<file path="config.mk">
export PLATFORM = sky130hd
export DESIGN_NAME = if_fetch_stage
export DESIGN_NICKNAME = d
export VERILOG_FILES = /design/src/rtl/riscv_pkg.sv /design/src/rtl/fetch_queue.sv /design/src/rtl/if_fetch_stage.sv
export SDC_FILE = /design/constraint.sdc
export NUM_CORES = 1
export LEC_CHECK = 0
export BUFFER_PORTS_ARGS = -buffer_cell sky130_fd_sc_hd__buf_4
export CORE_MARGIN = 1
export CORE_UTILIZATION = 40
export DETAILED_ROUTE_END_ITERATION = 10
export GPL_TIMING_DRIVEN = 0
export PLACE_DENSITY = 0.58
export SLEW_MARGIN = 25
export SYNTH_ARGS = -nofsm -noshare
export SYNTH_HDL_FRONTEND = slang
export SYNTH_SLANG_ARGS = --single-unit
export TNS_END_PERCENT = 100
</file>
<file path="constraint.sdc">
create_clock -name clk -period 13.7 [get_ports clk]
set_input_delay 3.425 -clock clk [delete_from_list [all_inputs] [get_ports clk]]
set_output_delay 3.425 -clock clk [all_outputs]
set_load 0.005 [all_outputs]
</file>
<file path="src/rtl/riscv_pkg.sv">
// Shared RV32I core types and constants used by the fetch path.
// Latency: n/a (types, constants and pure PC helpers only).
// Backpressure: n/a.
package riscv_pkg;

    localparam int XLEN = 32;

    localparam logic [XLEN-1:0] NOP_INSTR        = 32'h0000_0013;
    localparam logic [XLEN-1:0] DEFAULT_RESET_PC = 32'h0000_0000;

    typedef struct packed {
        logic [XLEN-1:0] pc;
        logic [XLEN-1:0] instr;
    } fetch_entry_t;

    // Sequential word PC, wraps modulo 2^32.
    function automatic logic [XLEN-1:0] pc_next(input logic [XLEN-1:0] pc);
        return pc + 32'd4;
    endfunction

    // Instructions are word aligned; low address bits of a target are dropped.
    function automatic logic [XLEN-1:0] pc_align(input logic [XLEN-1:0] pc);
        return pc & ~32'h0000_0003;
    endfunction

endpackage

</file>
<file path="src/rtl/fetch_queue.sv">
// Synchronous FIFO of fetch entries with a registered head and a flush.
// Latency: a push becomes visible on head the cycle after it is written.
// Backpressure: none internally; the caller guarantees no push when full without a pop.
module fetch_queue
    import riscv_pkg::*;
#(
    parameter int DEPTH = 2
) (
    input  logic                   clk,
    input  logic                   rst_n,
    input  logic                   push,
    input  fetch_entry_t           push_entry,
    input  logic                   pop,
    input  logic                   flush,
    output logic [$clog2(DEPTH):0] count,
    output fetch_entry_t           head
);

    localparam int PTR_W = $clog2(DEPTH);
    localparam logic [PTR_W:0] CNT_ZERO = '0;
    localparam logic [PTR_W:0] CNT_ONE  = (PTR_W+1)'(1);

    fetch_entry_t       mem [DEPTH];
    fetch_entry_t       head_q;
    fetch_entry_t       head_d;
    logic [PTR_W-1:0]   wr_ptr;
    logic [PTR_W-1:0]   rd_ptr;
    logic [PTR_W-1:0]   rd_ptr_nxt;
    logic [PTR_W:0]     cnt;

    assign rd_ptr_nxt = rd_ptr + 1'b1;

    // Head register tracks the entry that will be at the read pointer next cycle,
    // including the case where the slot being read is refilled in the same cycle.
    always_comb begin
        head_d = head_q;
        if (pop && (cnt > CNT_ONE)) begin
            head_d = mem[rd_ptr_nxt];
        end
        if (push && ((cnt == CNT_ZERO) || ((cnt == CNT_ONE) && pop))) begin
            head_d = push_entry;
        end
    end

    always_ff @(posedge clk) begin
        if (push && !flush) begin
            mem[wr_ptr] <= push_entry;
        end
    end

    always_ff @(posedge clk or negedge rst_n) begin
        if (!rst_n) begin
            wr_ptr <= '0;
            rd_ptr <= '0;
            cnt    <= '0;
            head_q <= '0;
        end else if (flush) begin
            wr_ptr <= '0;
            rd_ptr <= '0;
            cnt    <= '0;
        end else begin
            head_q <= head_d;
            if (push) begin
                wr_ptr <= wr_ptr + 1'b1;
            end
            if (pop) begin
                rd_ptr <= rd_ptr_nxt;
            end
            case ({push, pop})
                2'b10:   cnt <= cnt + 1'b1;
                2'b01:   cnt <= cnt - 1'b1;
                default: cnt <= cnt;
            endcase
        end
    end

    assign count = cnt;
    assign head  = head_q;

endmodule

</file>
<file path="src/rtl/if_fetch_stage.sv">
// Instruction fetch: owns the PC, issues credit-limited imem requests, queues responses for decode.
// Latency: response in cycle N is presented to decode in N+1; redirect in N empties the head in N+1.
// Backpressure: decode stall holds the head; requests stop once in-flight + queued reach DEPTH. Optional IF_PERF_CNT_EN adds perf counters.
module if_fetch_stage
    import riscv_pkg::*;
#(
    parameter logic [XLEN-1:0] RESET_PC = DEFAULT_RESET_PC,
    parameter int              DEPTH    = 2
) (
    input  logic            clk,
    input  logic            rst_n,
    output logic            imem_req_valid,
    input  logic            imem_req_ready,
    output logic [XLEN-1:0] imem_req_addr,
    input  logic            imem_rsp_valid,
    input  logic [XLEN-1:0] imem_rsp_data,
    input  logic            redirect_valid,
    input  logic [XLEN-1:0] redirect_pc,
    input  logic            stall,
    output logic            if_valid,
    output logic [XLEN-1:0] if_instr,
    output logic [XLEN-1:0] if_pc
`ifdef IF_PERF_CNT_EN
    ,
    output logic [31:0]     perf_fetch_cnt,
    output logic [31:0]     perf_bubble_cnt
`endif
);

    localparam int CNT_W = $clog2(DEPTH) + 1;
    localparam logic [CNT_W:0] CREDIT_MAX = (CNT_W+1)'(DEPTH);

    logic [XLEN-1:0]  pc_q;
    logic [XLEN-1:0]  rsp_pc_q;
    logic [CNT_W-1:0] out_cnt;
    logic [CNT_W-1:0] drop_cnt;
    logic [CNT_W-1:0] q_count;
    logic [CNT_W-1:0] out_after_rsp;
    logic [CNT_W:0]   credit_used;
    logic             req_fire;
    logic             push;
    logic             pop;
    fetch_entry_t     push_entry;
    fetch_entry_t     head;

    // A same-cycle pop deliberately does not return a credit: q_count is the registered occupancy.
    assign credit_used    = {1'b0, out_cnt} + {1'b0, q_count};
    assign imem_req_valid = rst_n && !redirect_valid && (credit_used < CREDIT_MAX);
    assign imem_req_addr  = pc_q;
    assign req_fire       = imem_req_valid && imem_req_ready;

    assign push       = imem_rsp_valid && !redirect_valid && (drop_cnt == '0);
    assign pop        = if_valid && !stall;
    assign push_entry = '{pc: rsp_pc_q, instr: imem_rsp_data};

    assign out_after_rsp = imem_rsp_valid ? (out_cnt - 1'b1) : out_cnt;

    always_ff @(posedge clk or negedge rst_n) begin
        if (!rst_n) begin
            pc_q     <= RESET_PC;
            rsp_pc_q <= RESET_PC;
            out_cnt  <= '0;
            drop_cnt <= '0;
        end else if (redirect_valid) begin
            // Everything still in flight is stale, including a beat landing right now.
            pc_q     <= pc_align(redirect_pc);
            rsp_pc_q <= pc_align(redirect_pc);
            out_cnt  <= out_after_rsp;
            drop_cnt <= out_after_rsp;
        end else begin
            if (req_fire) begin
                pc_q <= pc_next(pc_q);
            end
            case ({req_fire, imem_rsp_valid})
                2'b10:   out_cnt <= out_cnt + 1'b1;
                2'b01:   out_cnt <= out_cnt - 1'b1;
                default: out_cnt <= out_cnt;
            endcase
            if (imem_rsp_valid) begin
                if (drop_cnt != '0) begin
                    drop_cnt <= drop_cnt - 1'b1;
                end else begin
                    rsp_pc_q <= pc_next(rsp_pc_q);
                end
            end
        end
    end

    fetch_queue #(
        .DEPTH (DEPTH)
    ) u_fetch_queue (
        .clk        (clk),
        .rst_n      (rst_n),
        .push       (push),
        .push_entry (push_entry),
        .pop        (pop),
        .flush      (redirect_valid),
        .count      (q_count),
        .head       (head)
    );

    assign if_valid = (q_count != '0);
    assign if_pc    = head.pc;
    assign if_instr = head.instr;

`ifdef IF_PERF_CNT_EN
    logic [31:0] fetch_cnt_q;
    logic [31:0] bubble_cnt_q;

    always_ff @(posedge clk or negedge rst_n) begin
        if (!rst_n) begin
            fetch_cnt_q  <= '0;
            bubble_cnt_q <= '0;
        end else begin
            if (pop && (fetch_cnt_q != 32'hFFFF_FFFF)) begin
                fetch_cnt_q <= fetch_cnt_q + 32'd1;
            end
            if (!if_valid && !stall && (bubble_cnt_q != 32'hFFFF_FFFF)) begin
                bubble_cnt_q <= bubble_cnt_q + 32'd1;
            end
        end
    end

    assign perf_fetch_cnt  = fetch_cnt_q;
    assign perf_bubble_cnt = bubble_cnt_q;
`else
    // Perf counters compiled out; the fetch datapath is identical either way.
`endif

endmodule

</file>
==> summary.log <==
INFO  yosys          synth_top_cells_by_area=sky130_fd_sc_hd__edfxtp_1, sky130_fd_sc_hd__dfrtp_1, sky130_fd_sc_hd__mux2i_1
INFO  grt            grt_start_max_net_pins=78
INFO  worst_setup_path start_kind=input port
INFO  worst_setup_path timing.reg2reg.worst_path_depth=8
INFO  yosys          syn_avg_cell_area=11.6um^2
INFO  yosys          synthesis.area=11000um^2
INFO  sta            rsz0062_at_grt=false
INFO  placed_design  placed_cells=1466
INFO  power          leakagePower=0.00528uW
INFO  routing        highest_layer=met4
INFO  placed_design  detailed_place_hpwl=19200um
INFO  clocking       clock_pin_slew_worst_setup_and_hold_paths=0.06ns
INFO  final_layout   mostFrequentLayoutCells=sky130_fd_sc_hd__buf_4, sky130_fd_sc_hd__dfrtp_1, sky130_fd_sc_hd__edfxtp_1
INFO  routing        drt_drc_violations_left=0
INFO  sta            post-route-min-period=7.99ns
INFO  routing        first_iter_violations=539
INFO  status         outcome=finished clean
INFO  routing        count_of_vias_placed_by_the_detailed_router=8012
INFO  worst_setup_path cp_slowest_stage_delay=0.54ns
INFO  yosys          most_area_hungry_cell_type_in_the_yosys_netlist=sky130_fd_sc_hd__edfxtp_1
INFO  min_path       worstHoldPathCells=0
INFO  yosys          yosysWarningCount=0
INFO  final_layout   fin_area=13700um^2
INFO  worst_setup_path crit_path_end_kind=output port
INFO  sta            totalNegativeSetupSlack=0ns
INFO  worst_setup_path worstPathBufferInverterCount=2
INFO  placed_design  place.port_buffers=161
INFO  routing        drt.antenna.violating_nets=0
INFO  sta            final_min_period_over_clock_period=58.3%
INFO  worst_setup_path required=10.27ns
INFO  worst_setup_path worst_path_fanout_max=55
INFO  worst_setup_path cp_data_arrival_time=4.57ns
INFO  clocking       clock_latency=0.52ns
INFO  grt            gr-usage-all-layers=20.0%
INFO  yosys          synth-async-reset-ratio=51.2%
INFO  yosys          synth_seq_cells=254
INFO  worst_setup_path critical-path-slowest-cell=sky130_fd_sc_hd__nor4b_2
INFO  flow_run       max_cap_viol_count=0
INFO  floorplan      die-area=28200um^2
INFO  sta            finalSetupViolCount=0
INFO  clocking       cts-root-to-sink-buffers=3
INFO  worst_setup_path sequence_of_cells_on_the_critical_path=buf_8, nor4b_2, buf_4
INFO  floorplan      core-area=27000um^2
INFO  yosys          synthDistinctLibCells=51
INFO  sta            slew_viol_final=0
INFO  clocking       cts.sinks=254
INFO  worst_setup_path critical_path_class=input port to output port
INFO  grt            wire_length_of_the_first_global_routing_pass=44100um
INFO  routing        wl_per_cell=18.4um
INFO  yosys          ys.flop_type=sky130_fd_sc_hd__dfrtp_1
INFO  sta            report.final.hold_viol_count=0
INFO  grt            number_of_global_route_vias_before_repair=8007
INFO  power          power_density=172nW/um^2
INFO  worst_setup_path r2r_start=out_cnt[0]$_DFFE_PN0P_
INFO  min_path       min_from=rsp_pc_q[19]$_DFFE_PN0P_
INFO  worst_setup_path timing.rr.end=imem_req_addr[23]$_DFFE_PN0P_
INFO  routing        detail_route_met2_wl=13000um
INFO  worst_setup_path rrSetupSlack=10.61ns
INFO  routing        postRouteWirelength=27800um
INFO  clocking       tritoncts_clock_tree=yes
INFO  routing        met3WireLength=1560um
INFO  floorplan      initial_core_util=40.8%
INFO  routing        drt_pre_antenna_iters=5
INFO  floorplan      row_count=60
INFO  clocking       cts-htree-levels=1
INFO  final_layout   area_growth_syn_to_layout=24.6%
INFO  power          peak_ir_drop_on_the_vdd_network=85.1uV
INFO  final_layout   num_antenna_cells=0
INFO  final_layout   post_layout_nonfiller_instances=1516
INFO  placed_design  globalplace.congestion=0.888
INFO  clocking       cts_resized=0
INFO  yosys          synth-seq-area-share=63.4%
INFO  final_layout   fillerInstances=2473
INFO  worst_setup_path worst_path_dominant_cell_family=buffers and inverters
INFO  sta            fin_skew=0.0181ns
INFO  clocking       post_cts.repair.setup_buffers=0
INFO  yosys          synthCells=950
INFO  routing        vias_per_cell=5.28
INFO  final_layout   drive_gt1_share=20.8%
INFO  yosys          edff_count_synth=124
INFO  final_layout   mostFrequentLayoutCell=sky130_fd_sc_hd__buf_4
INFO  sta            fmaxAchievable=0.125GHz
INFO  final_layout   final_net_count=1230
INFO  yosys          synth_top_area_share=33.8%
INFO  sta            slew-limit-headroom=38.0%
INFO  grt            grt_antenna_before_repair=0
INFO  clocking       cts_hold_repair.buffers=0
INFO  floorplan      pin_count=168
INFO  min_path       min_delay_worst_endpoint=u_fetch_queue.mem[1][51]$_DFFE_PP_
INFO  routing        met1Wirelength=12900um
INFO  clocking       cts_made_buffers=27
INFO  sta            worst_pin_slew=0.930ns
INFO  grt            overflow=0
INFO  floorplan      die_x=168um
INFO  floorplan      die_y=168um
INFO  min_path       class_of_the_worst_hold_path=flop to flop
INFO  clocking       clock-root-buffer=sky130_fd_sc_hd__clkbuf_16
INFO  placed_design  instance_area_after_placement=12800um^2
-- logic make-up (layout without fill, tap and decap cells) --
kind of cell | Yosys count | in the layout | share of synthesized area (%)
xor gates and xnor gates | 43 | 43 | 3.42
adders and majority gates | 6 | 6 | 0.751
muxes | 74 | 74 | 6.86
buffers and inverters | 66 | 288 | 2.62
other | 1 | 4 | 0.0341
AOI/OAI and AO/OA | 198 | 198 | 9.87
and+or+nand+nor | 308 | 308 | 13.0
DFF | 254 | 254 | 63.4
-- sequential cells by signal, indices dropped and copies added, names as in the netlist --
register	flops
u_fetch_queue.rd_ptr	1
rsp_pc_q	30
drop_cnt	2
out_cnt	2
u_fetch_queue.wr_ptr	1
u_fetch_queue.mem	124
imem_req_addr	30
u_fetch_queue.head	62
u_fetch_queue.count	2
-- through the flow --
step / hold slack (ns) / util (%) / power, uW / worst slack, ns
2_1_floorplan: 0.443 / - / 1340 / 5.11
6_report: 0.479 / 50.9 / 2360 / 5.71
3_3_place_gp: 0.448 / 46.9 / 1630 / 1.84
3_5_place_dp: 0.461 / 47.5 / 1650 / 5.68
4_1_cts: 0.480 / 50.9 / 2390 / 5.66
5_1_grt: 0.506 / 50.9 / 2490 / 5.60
-- where the power goes --
part	switching, uW	internal (uW)	total [uW]
combinational	283	288	571
sequential	107	947	1050
clock	287	451	738
total	677	1690	2360
-- synth_stat cells (2+ instances only) --
| cell type | instances |
|---|---|
| sky130_fd_sc_hd__dfrtp_1 | 130 |
| sky130_fd_sc_hd__nand4_1 | 23 |
| sky130_fd_sc_hd__buf_4 | 5 |
| sky130_fd_sc_hd__mux2i_1 | 63 |
| sky130_fd_sc_hd__nor2_1 | 95 |
| sky130_fd_sc_hd__o211ai_1 | 13 |
| sky130_fd_sc_hd__mux2_2 | 11 |
| sky130_fd_sc_hd__nor4_1 | 2 |
| sky130_fd_sc_hd__o311ai_0 | 8 |
| sky130_fd_sc_hd__clkbuf_1 | 39 |
| sky130_fd_sc_hd__and2_1 | 6 |
| sky130_fd_sc_hd__nand2_1 | 113 |
| sky130_fd_sc_hd__and3_1 | 7 |
| sky130_fd_sc_hd__nand4_4 | 2 |
| sky130_fd_sc_hd__or4_4 | 2 |
| sky130_fd_sc_hd__ha_1 | 5 |
| sky130_fd_sc_hd__buf_1 | 6 |
| sky130_fd_sc_hd__nand3_1 | 28 |
| sky130_fd_sc_hd__o21ai_1 | 3 |
| sky130_fd_sc_hd__nor3_1 | 13 |
| sky130_fd_sc_hd__and4_1 | 6 |
| sky130_fd_sc_hd__a21oi_1 | 72 |
| sky130_fd_sc_hd__buf_2 | 2 |
| sky130_fd_sc_hd__o21ai_0 | 88 |
| sky130_fd_sc_hd__xor2_1 | 17 |
| sky130_fd_sc_hd__xnor2_1 | 26 |
| sky130_fd_sc_hd__a211oi_1 | 2 |
| sky130_fd_sc_hd__edfxtp_1 | 124 |
| sky130_fd_sc_hd__a31oi_1 | 6 |
| sky130_fd_sc_hd__inv_1 | 12 |
-- routing by layer --
layer,vias up,global-route usage [%]
li1,3821,-
met3,29,2.80
met5,-,0
met4,0,4.03
met1,3894,28.4
met2,268,32.9
-- how the worst max path moves through the flow --
stage                                             end  depth (start not counted)           start  slack (ns)
floorplan           u_fetch_queue.mem[0][0]$_DFFE_PP_                          3  redirect_valid        5.11
global placement    u_fetch_queue.mem[0][4]$_DFFE_PP_                          4  redirect_valid        1.84
detailed placement                     imem_req_valid                          3           rst_n        5.68
CTS                                    imem_req_valid                          3           rst_n        5.66
global route                           imem_req_valid                          3           rst_n        5.60
finish                                 imem_req_valid                          3           rst_n        5.71
-- final cells by class --
| cell class | count | area (um^2) | area share, % |
|---|---|---|---|
| flip-flops and latches | 254 | 6980 | 50.9 |
| multi-input cells | 633 | 3760 | 27.5 |
| repair buffers | 172 | 1340 | 9.77 |
| clock buffers | 40 | 785 | 5.72 |
| well taps | 341 | 427 | 3.11 |
| plain buffers | 54 | 243 | 1.77 |
| clock inverters | 10 | 126 | 0.922 |
| inverters | 12 | 45.0 | 0.329 |
Note: power is estimated with default switching activity, not from simulation.
